==> src/rtl/fetch_prefetch_unit_pkg.sv <==
// Shared constants for the MINI-RISC fetch stage: default widths, reset PC and opcode encodings.
package fetch_prefetch_unit_pkg;

  localparam int unsigned FPU_ADDR_W   = 11;
  localparam int unsigned FPU_INSTR_W  = 16;
  localparam int unsigned FPU_DEPTH    = 4;
  localparam int unsigned FPU_RESET_PC = 0;

  // Major opcode lives in the top nibble of every MINI-RISC instruction.
  typedef enum logic [3:0] {
    OP_ADD  = 4'h0,
    OP_SUB  = 4'h1,
    OP_AND  = 4'h2,
    OP_OR   = 4'h3,
    OP_XOR  = 4'h4,
    OP_SHL  = 4'h5,
    OP_SHR  = 4'h6,
    OP_ADDI = 4'h7,
    OP_LD   = 4'h8,
    OP_ST   = 4'h9,
    OP_BEQ  = 4'hA,
    OP_BNE  = 4'hB,
    OP_JMP  = 4'hC,
    OP_JAL  = 4'hD,
    OP_JR   = 4'hE,
    OP_HALT = 4'hF
  } opcode_e;

endpackage

==> src/rtl/fetch_prefetch_unit_queue.sv <==
// Synchronous FIFO holding fetched {instruction, pc} entries; head is read combinationally.
module fetch_queue #(
  parameter  int unsigned DEPTH = 4,
  parameter  int unsigned WIDTH = 27,
  localparam int unsigned PW    = $clog2(DEPTH),
  localparam int unsigned CW    = PW + 1
) (
  input  logic             clk,
  input  logic             rst,
  input  logic             push,
  input  logic             pop,
  input  logic             flush,
  input  logic [WIDTH-1:0] wdata,
  output logic [WIDTH-1:0] rdata,
  output logic [CW-1:0]    count,
  output logic             full,
  output logic             empty
);

  logic [WIDTH-1:0] mem_q [DEPTH];
  logic [PW-1:0]    wr_ptr_q, wr_ptr_d;
  logic [PW-1:0]    rd_ptr_q, rd_ptr_d;
  logic [CW-1:0]    count_q, count_d;
  logic             do_push, do_pop;

  always_comb begin
    full    = (count_q == CW'(DEPTH));
    empty   = (count_q == '0);
    do_push = push && !full && !flush;
    do_pop  = pop && !empty && !flush;
    wr_ptr_d = wr_ptr_q + PW'(do_push);
    rd_ptr_d = rd_ptr_q + PW'(do_pop);
    count_d  = count_q + CW'(do_push) - CW'(do_pop);
    if (flush) begin
      wr_ptr_d = '0;
      rd_ptr_d = '0;
      count_d  = '0;
    end
  end

  always_ff @(posedge clk) begin
    if (rst) begin
      wr_ptr_q <= '0;
      rd_ptr_q <= '0;
      count_q  <= '0;
    end else begin
      wr_ptr_q <= wr_ptr_d;
      rd_ptr_q <= rd_ptr_d;
      count_q  <= count_d;
    end
  end

  // Storage carries no reset; emptiness masks anything stale at the head.
  always_ff @(posedge clk) begin
    if (do_push) mem_q[wr_ptr_q] <= wdata;
  end

  assign rdata = empty ? '0 : mem_q[rd_ptr_q];
  assign count = count_q;

endmodule

==> src/rtl/fetch_prefetch_unit.sv <==
// Fetch stage: owns the PC, issues 1-cycle-latency imem reads under a credit limit and buffers results.
module fetch_prefetch_unit
  import fetch_prefetch_unit_pkg::*;
#(
  parameter  int unsigned           ADDR_W   = FPU_ADDR_W,
  parameter  int unsigned           INSTR_W  = FPU_INSTR_W,
  parameter  int unsigned           DEPTH    = FPU_DEPTH,
  parameter  logic [ADDR_W-1:0]     RESET_PC = ADDR_W'(FPU_RESET_PC),
  localparam int unsigned           CW       = $clog2(DEPTH) + 1
) (
  input  logic               clk,
  input  logic               rst,
  output logic               imem_req,
  output logic [ADDR_W-1:0]  imem_addr,
  input  logic [INSTR_W-1:0] imem_rdata,
  input  logic               redirect_valid,
  input  logic [ADDR_W-1:0]  redirect_addr,
  input  logic               halt,
  output logic               out_valid,
  input  logic               out_ready,
  output logic [INSTR_W-1:0] out_instr,
  output logic [ADDR_W-1:0]  out_pc,
  output logic [CW-1:0]      count,
  output logic               full
);

  localparam int unsigned QW    = INSTR_W + ADDR_W;
  localparam int unsigned OCC_W = CW + 1;

  logic [ADDR_W-1:0] pc_q, pc_d;
  logic              inflight_q, inflight_d;
  logic [ADDR_W-1:0] inflight_pc_q, inflight_pc_d;
  logic [OCC_W-1:0]  occ;
  logic              q_push, q_pop, q_flush, q_empty;
  logic [QW-1:0]     q_rdata;

  // Issue stage: a request is only made if its response is guaranteed a slot.
  always_comb begin
    occ      = {1'b0, count} + {{CW{1'b0}}, inflight_q};
    imem_req = !rst && !redirect_valid && !halt && (occ < OCC_W'(DEPTH));
    q_push   = inflight_q && !redirect_valid && !rst;
    q_pop    = out_valid && out_ready && !redirect_valid && !rst;
    q_flush  = redirect_valid;

    pc_d          = pc_q;
    inflight_d    = imem_req;
    inflight_pc_d = inflight_pc_q;
    if (redirect_valid) begin
      pc_d = redirect_addr;
    end else if (imem_req) begin
      pc_d          = pc_q + ADDR_W'(1);
      inflight_pc_d = pc_q;
    end
  end

  always_ff @(posedge clk) begin
    if (rst) begin
      pc_q       <= RESET_PC;
      inflight_q <= 1'b0;
    end else begin
      pc_q       <= pc_d;
      inflight_q <= inflight_d;
    end
  end

  always_ff @(posedge clk) begin
    inflight_pc_q <= inflight_pc_d;
  end

  // Response stage: returned word is paired with the PC that requested it.
  fetch_queue #(
    .DEPTH (DEPTH),
    .WIDTH (QW)
  ) u_queue (
    .clk   (clk),
    .rst   (rst),
    .push  (q_push),
    .pop   (q_pop),
    .flush (q_flush),
    .wdata ({imem_rdata, inflight_pc_q}),
    .rdata (q_rdata),
    .count (count),
    .full  (full),
    .empty (q_empty)
  );

  assign imem_addr = pc_q;
  assign out_valid = !q_empty;
  assign out_instr = q_rdata[QW-1:ADDR_W];
  assign out_pc    = q_rdata[ADDR_W-1:0];

endmodule

==> config.mk <==
export PLATFORM = sky130hd
export DESIGN_NAME = fetch_prefetch_unit
export DESIGN_NICKNAME = d
export VERILOG_FILES = /design/src/rtl/fetch_prefetch_unit_pkg.sv /design/src/rtl/fetch_prefetch_unit_queue.sv /design/src/rtl/fetch_prefetch_unit.sv
export SDC_FILE = /design/constraint.sdc
export NUM_CORES = 1
export LEC_CHECK = 0
export ABC_CLOCK_PERIOD_IN_PS = 5000
export BUFFER_PORTS_ARGS = -buffer_cell sky130_fd_sc_hd__buf_4
export CAP_MARGIN = 20
export CORE_ASPECT_RATIO = 1.25
export CORE_MARGIN = 5
export CORE_UTILIZATION = 51
export CTS_CLUSTER_DIAMETER = 150
export DETAILED_ROUTE_END_ITERATION = 10
export PLACE_DENSITY = 0.84
export REMOVE_ABC_BUFFERS = 1
export SETUP_SLACK_MARGIN = 0.5
export SLEW_MARGIN = 20
export SYNTH_ARGS = -nofsm -noshare
export SYNTH_HDL_FRONTEND = slang
export SYNTH_HIERARCHICAL = 1
export SYNTH_SLANG_ARGS = --single-unit
==> constraint.sdc <==
create_clock -name clk -period 5 [get_ports clk]
set_input_delay 1 -clock clk [delete_from_list [all_inputs] [get_ports clk]]
set_output_delay 1 -clock clk [all_outputs]
set_load 0.02 [all_outputs]
==> qor.csv, run 1 <==
metric,value,unit
grtUsageTotal,0.169,
path_clk_slew,0.05,ns
ios,76,
async_flop_share,0,
insertedDiodeCount,0,
start_kind,input pin,
period_share,0.689,
synth_cell_types,47,
nets,434,
busiest_layer,met2,
crit_fanout,29,
layout_min_cycle_time,3.44,ns
dr.pass1.iters,4,
hpwl,6170,um
met3_usage,0.0555,
worst_pin_slew,0.867,ns
outcome,completed,
placed_cell_area,6220,um^2
finish.utilization,0.637,
placed_cells,511,
synth_cells,313,
leakagePower,2.38,nW
synthXorXnorAreaFrac,0.00656,
hold_viol_final,0,
crit_end,imem_req,
cts_root_buffer,clkbuf_16,
grtUsageMet1,0.203,
critPathKind,input pin to primary output,
pwr-share-comb,0.027,
vias_per_cell,5.64,
seqPwrFrac,0.512,
synthAdderAreaFrac,0.0104,
rows,42,
hold_class,flop to flop,
cp.required,4.00,ns
max-vdd-ir-drop,248,uV
powerDensity,366,nW/um^2
reg2reg_depth,9,
met2_usage,0.282,
cts_tree,yes,
routedWlPerCell,18.7,um
synth_top_family_by_area,multiplexers,
end_kind,primary output,
core_area,10600,um^2
die_width,103,um
p_int,2.01,mW
synthMuxAreaShare,0.118,
setup_viol,0,
timing.rr.start,u_queue/count[1],
clock_path_buffers,2,
r2r_setup_slack,1.66,ns
wl,10200,um
vias,3060,
final_common_cell,edfxtp_1,
yosys_warnings,6,
cts_max_level,4,
reg2reg_to,u_queue/count[2],
finClkSkew,0.00555,ns
ys_seq_area_frac,0.715,
cts_setup_buffers,0,
syn_to_final_growth,22.4,%
max_freq,290,MHz
p_clk_frac,0.461,
crit_start,redirect_valid,
syn_area,5530,um^2
final_area,6770,um^2
rsz0062_at_grt,false,
die_h,126,um
numCtsBuffers,17,
grt_pass1_vias,3193,
setup-tns-final,0,ns
cts_resized,0,
postSynthAreaPerCell,17.7,um^2
synth_compound_area_frac,0.0414,
drt_iter0_drc,148,
finalNonFillerCells,543,
maxCapViolCount,0,
relSlewSlack,0.414,
grt_pass1_wl,16300,um
ys_ff_latch,138,
synthSimpleGateAreaFrac,0.0835,
drc_errors,0,
grt_max_degree,31,
swShare,0.189,
start_util,0.521,
clock_sinks,138,
ant_nets,0,
clock_latency,0.41,ns
globalplace.congestion,0.899,
antenna_found_initial,0,
final_cell_mix,"edfxtp_1, buf_4, and2_1",
synth_edf_count,119,
overflow,0,
numPortBuffers,75,
dieArea,13000,um^2
synth_flop_cell,edfxtp_1,
cts_hold_buf,0,
drv_slew,0,
arrival,2.44,ns
p_sw,0.468,mW
drive_above_1_share,0.343,
[per-stage QoR]
step / worst slack (ns) / hold WS, ns / power [mW]
global placement: 1.60 / 0.466 / 1.36
floorplan: 0.109 / 0.459 / 1.31
finish: 1.56 / 0.499 / 2.48
CTS: 1.52 / 0.501 / 2.50
detailed placement: 1.45 / 0.489 / 1.36
global route: 1.30 / 0.519 / 2.57
[sequential cells by signal, indices dropped and copies added (netlist names)]
| register | count |
|---|---|
| u_queue/rd_ptr_q | 2 |
| inflight_q | 1 |
| u_queue/wr_ptr_q | 2 |
| imem_addr | 11 |
| u_queue/count | 3 |
| inflight_pc_q | 11 |
| u_queue/mem_q | 108 |
[synthesized netlist by cell type, drive strengths merged (5+ instances only)]
master	number	area, um^2
mux4	27	608
clkbuf	5	18.8
nand2	11	41.3
a21oi	10	50.1
edfxtp	119	3570
inv	10	37.5
and2	30	188
dfxtp	19	380
nor2	13	48.8
buf	9	82.6
nor3	5	25.0
[cell type report]
| type | count | area [um^2] |
|---|---|---|
| clock buffers | 21 | 440 |
| clock inverters | 11 | 104 |
| fillers | 759 | 3850 |
| inverters | 10 | 37.5 |
| multi-input cells | 151 | 1460 |
| flip-flops and latches | 138 | 3960 |
| well taps | 132 | 165 |
| repair buffers | 80 | 601 |
[how the worst min path moves through the flow]
stage / start / slack, ns / depth (start not counted) / endpoint
3_5_place_dp: inflight_pc_q[4] / 0.49 / 0 / u_queue/mem_q[3][4]
5_1_grt: inflight_pc_q[0] / 0.52 / 0 / u_queue/mem_q[3][0]
3_3_place_gp: inflight_pc_q[4] / 0.47 / 0 / u_queue/mem_q[0][4]
4_1_cts: inflight_pc_q[4] / 0.50 / 0 / u_queue/mem_q[1][4]
6_report: inflight_pc_q[4] / 0.50 / 0 / u_queue/mem_q[1][4]
2_1_floorplan: inflight_pc_q[0] / 0.46 / 0 / u_queue/mem_q[0][0]
[kinds of logic after synthesis]
group	after synthesis
AO/OA/AOI/OAI	33
XOR/XNOR	2
adder cells (fa/ha/maj)	4
buffers and inverters	24
flip-flops	138
multiplexers	31
AND/OR/NAND/NOR	81
[power groups by stage]
stage / Clock [mW] / Sequential, mW / Combinational (mW)
after global placement: 0 / 1.29 / 0.0633
after floorplan: 0 / 1.30 / 0.0176
final: 1.14 / 1.27 / 0.0665
after detailed placement: 0 / 1.29 / 0.0664
after global routing: 1.22 / 1.27 / 0.0734
after CTS: 1.16 / 1.27 / 0.0668
[layer usage]
metal | vias up | routed length [um]
met5 | - | 0
met4 | 0 | 123
met3 | 16 | 713
met2 | 114 | 5330
met1 | 1523 | 4010
li1 | 1407 | -
[worst max-delay path, stage by stage]
cell	delay [ns]
buf_4	0.21
or4_1	0.54
a31o_1	0.34
inv_2	0.18
buf_4	0.16
No activity file was read; power rests on OpenSTA's default activity.
==> inputs of run 2 (changes only) <==
ABC_CLOCK_PERIOD_IN_PS = 3300   (was 5000)
CORE_UTILIZATION = 57   (was 51)
PLACE_DENSITY = 0.88   (was 0.84)
clock period = 3.3 ns   (was 5 ns; I/O delays follow)
==> qor.csv, run 2 (same netlist as run 1, synthesis figures left out) <==
metric,value,unit
outcome,completed,
seqPwrFrac,0.485,
final_cell_mix,"edfxtp_1, buf_4, and2_1",
rows,40,
multi_input_area,1460,um^2
swShare,0.187,
crit_start,redirect_valid,
grt_max_degree,30,
drv_slew,0,
nFillCells,595,
vias,3094,
leakagePower,2.44,nW
final_common_cell,edfxtp_1,
numPortBuffers,75,
hold_class,input pin to flop,
largest_reg_flops,108,
seq_area,3960,um^2
top_register,u_queue/mem_q,
relSlewSlack,0.591,
hold_viol_final,0,
dieArea,11800,um^2
ios,76,
grt_pass1_wl,17300,um
cp.required,2.64,ns
die_h,120,um
crit_family,simple AND/OR/NAND/NOR gates,
pwr-share-comb,0.026,
clock_path_buffers,2,
final_area,6870,um^2
drive_above_1_share,0.371,
routedWlPerCell,20.6,um
cts_tree,yes,
grtUsageTotal,0.197,
cpMostUsedCell,buf_4,
max-vdd-ir-drop,492,uV
maxCapViolCount,0,
cts_max_level,4,
syn_to_final_growth,24.3,%
period_share,0.827,
powerDensity,577,nW/um^2
start_kind,input pin,
hpwl,6630,um
worst_pin_slew,0.611,ns
drc_errors,0,
drt_iter0_drc,194,
p_int,3.23,mW
start_util,0.578,
die_width,98.1,um
max_freq,366,MHz
hp-start,imem_rdata[3],
ant_nets,0,
crit_fanout,29,
layout_min_cycle_time,2.73,ns
placed_cell_area,6240,um^2
p_sw,0.740,mW
cp_slowest_stage_delay,0.55,ns
globalplace.congestion,0.861,
setup_viol,0,
antenna_found_initial,0,
hold_slack,0.451,ns
clock_sinks,138,
vias_per_cell,5.72,
rsz0062_at_grt,false,
arrival,2.07,ns
grt_pass1_vias,3227,
insertedDiodeCount,0,
p_clk_frac,0.489,
cts_setup_buffers,0,
path_cells,"buf_4, or4_1, a31o_2, inv_2, buf_4",
cts_hold_buf,0,
critPathKind,input pin to primary output,
clock_latency,0.41,ns
overflow,0,
dr.pass1.iters,4,
nets,438,
timing.rr.start,u_queue/count[0],
numCtsBuffers,17,
critPathSlowestCell,or4_1,
end_kind,primary output,
wl,11100,um
finClkSkew,0.0108,ns
core_area,9560,um^2
cts_root_buffer,clkbuf_16,
path_buf_inv,3,
finish.utilization,0.719,
path_clk_slew,0.06,ns
[run 2: cell types whose count changed in the layout (fill, tap and decap cells not counted), moves of 2 or more]
cell,change
clkinv_1,-4
buf_6,+2
clkinv_2,+2
clkbuf_1,-3
buf_4,+2
bufinv_16,+2
[run 2: area by class of cell]
class | instances | share of cell area
sequential | 138 | 0.576
multi-input combinational | 151 | 0.213
timing repair buffer | 84 | 0.0929
clock buffer | 19 | 0.0645
clock inverter | 13 | 0.0255
tap | 126 | 0.0229
inverter | 10 | 0.00546
[run 2: power by group through the flow]
stage	logic, mW	clock network (mW)	registers, mW
floorplan	0.0267	0	1.96
global placement	0.0974	0	1.96
detailed placement	0.102	0	1.96
CTS	0.103	1.97	1.92
global route	0.112	2.05	1.92
finish	0.103	1.94	1.92
[run 2: per-layer routing]
metal / part of all wire / wire length [um] / GRT usage / up-vias
li1: - / - / - / 1421
met1: 0.38 / 4270 / 0.232 / 1549
met2: 0.56 / 6210 / 0.350 / 116
met3: 0.053 / 585 / 0.0616 / 8
met4: 0.0058 / 65 / 0.0545 / 0
met5: 0 / 0 / 0 / -
[run 2: worst paths after layout]
check        cells after the start  slack [ns]              endpoint
max                              5        0.57              imem_req
max reg2reg                     10        0.72      u_queue/count[2]
min                              1        0.45  u_queue/mem_q[2][14]
min reg2reg                      0        0.50   u_queue/mem_q[1][4]
[run 2: worst reg2reg max path, stage by stage (launching register included)]
cell,delay [ns]
dfxtp_1,0.51
or3_4,0.19
inv_1,0.04
nor4b_1,0.24
buf_4,0.19
mux2i_1,0.07
a2111oi_0,0.43
ha_1,0.24
fa_1,0.17
xor3_4,0.30
nor3_1,0.13
[run 2: what timing repair did]
| item | CTS | global route |
|---|---|---|
| endpoints found under the setup margin | 18 | 10 |
| hold endpoints to repair | 0 | 0 |
| resized for setup | 2 | 3 |
[run 2: per-stage QoR]
| stage | setup WS [ns] | setup TNS [ns] | total power [mW] | instances |
|---|---|---|---|---|
| 6_report | 0.569 | 0 | 3.97 | 541 |
| 3_5_place_dp | 0.479 | 0 | 2.06 | 509 |
| 2_1_floorplan | -1.25 | -118.29 | 1.99 | 299 |
| 5_1_grt | 0.512 | 0 | 4.09 | 541 |
| 4_1_cts | 0.509 | 0 | 4.00 | 541 |
| 3_3_place_gp | 0.509 | 0 | 2.05 | 509 |
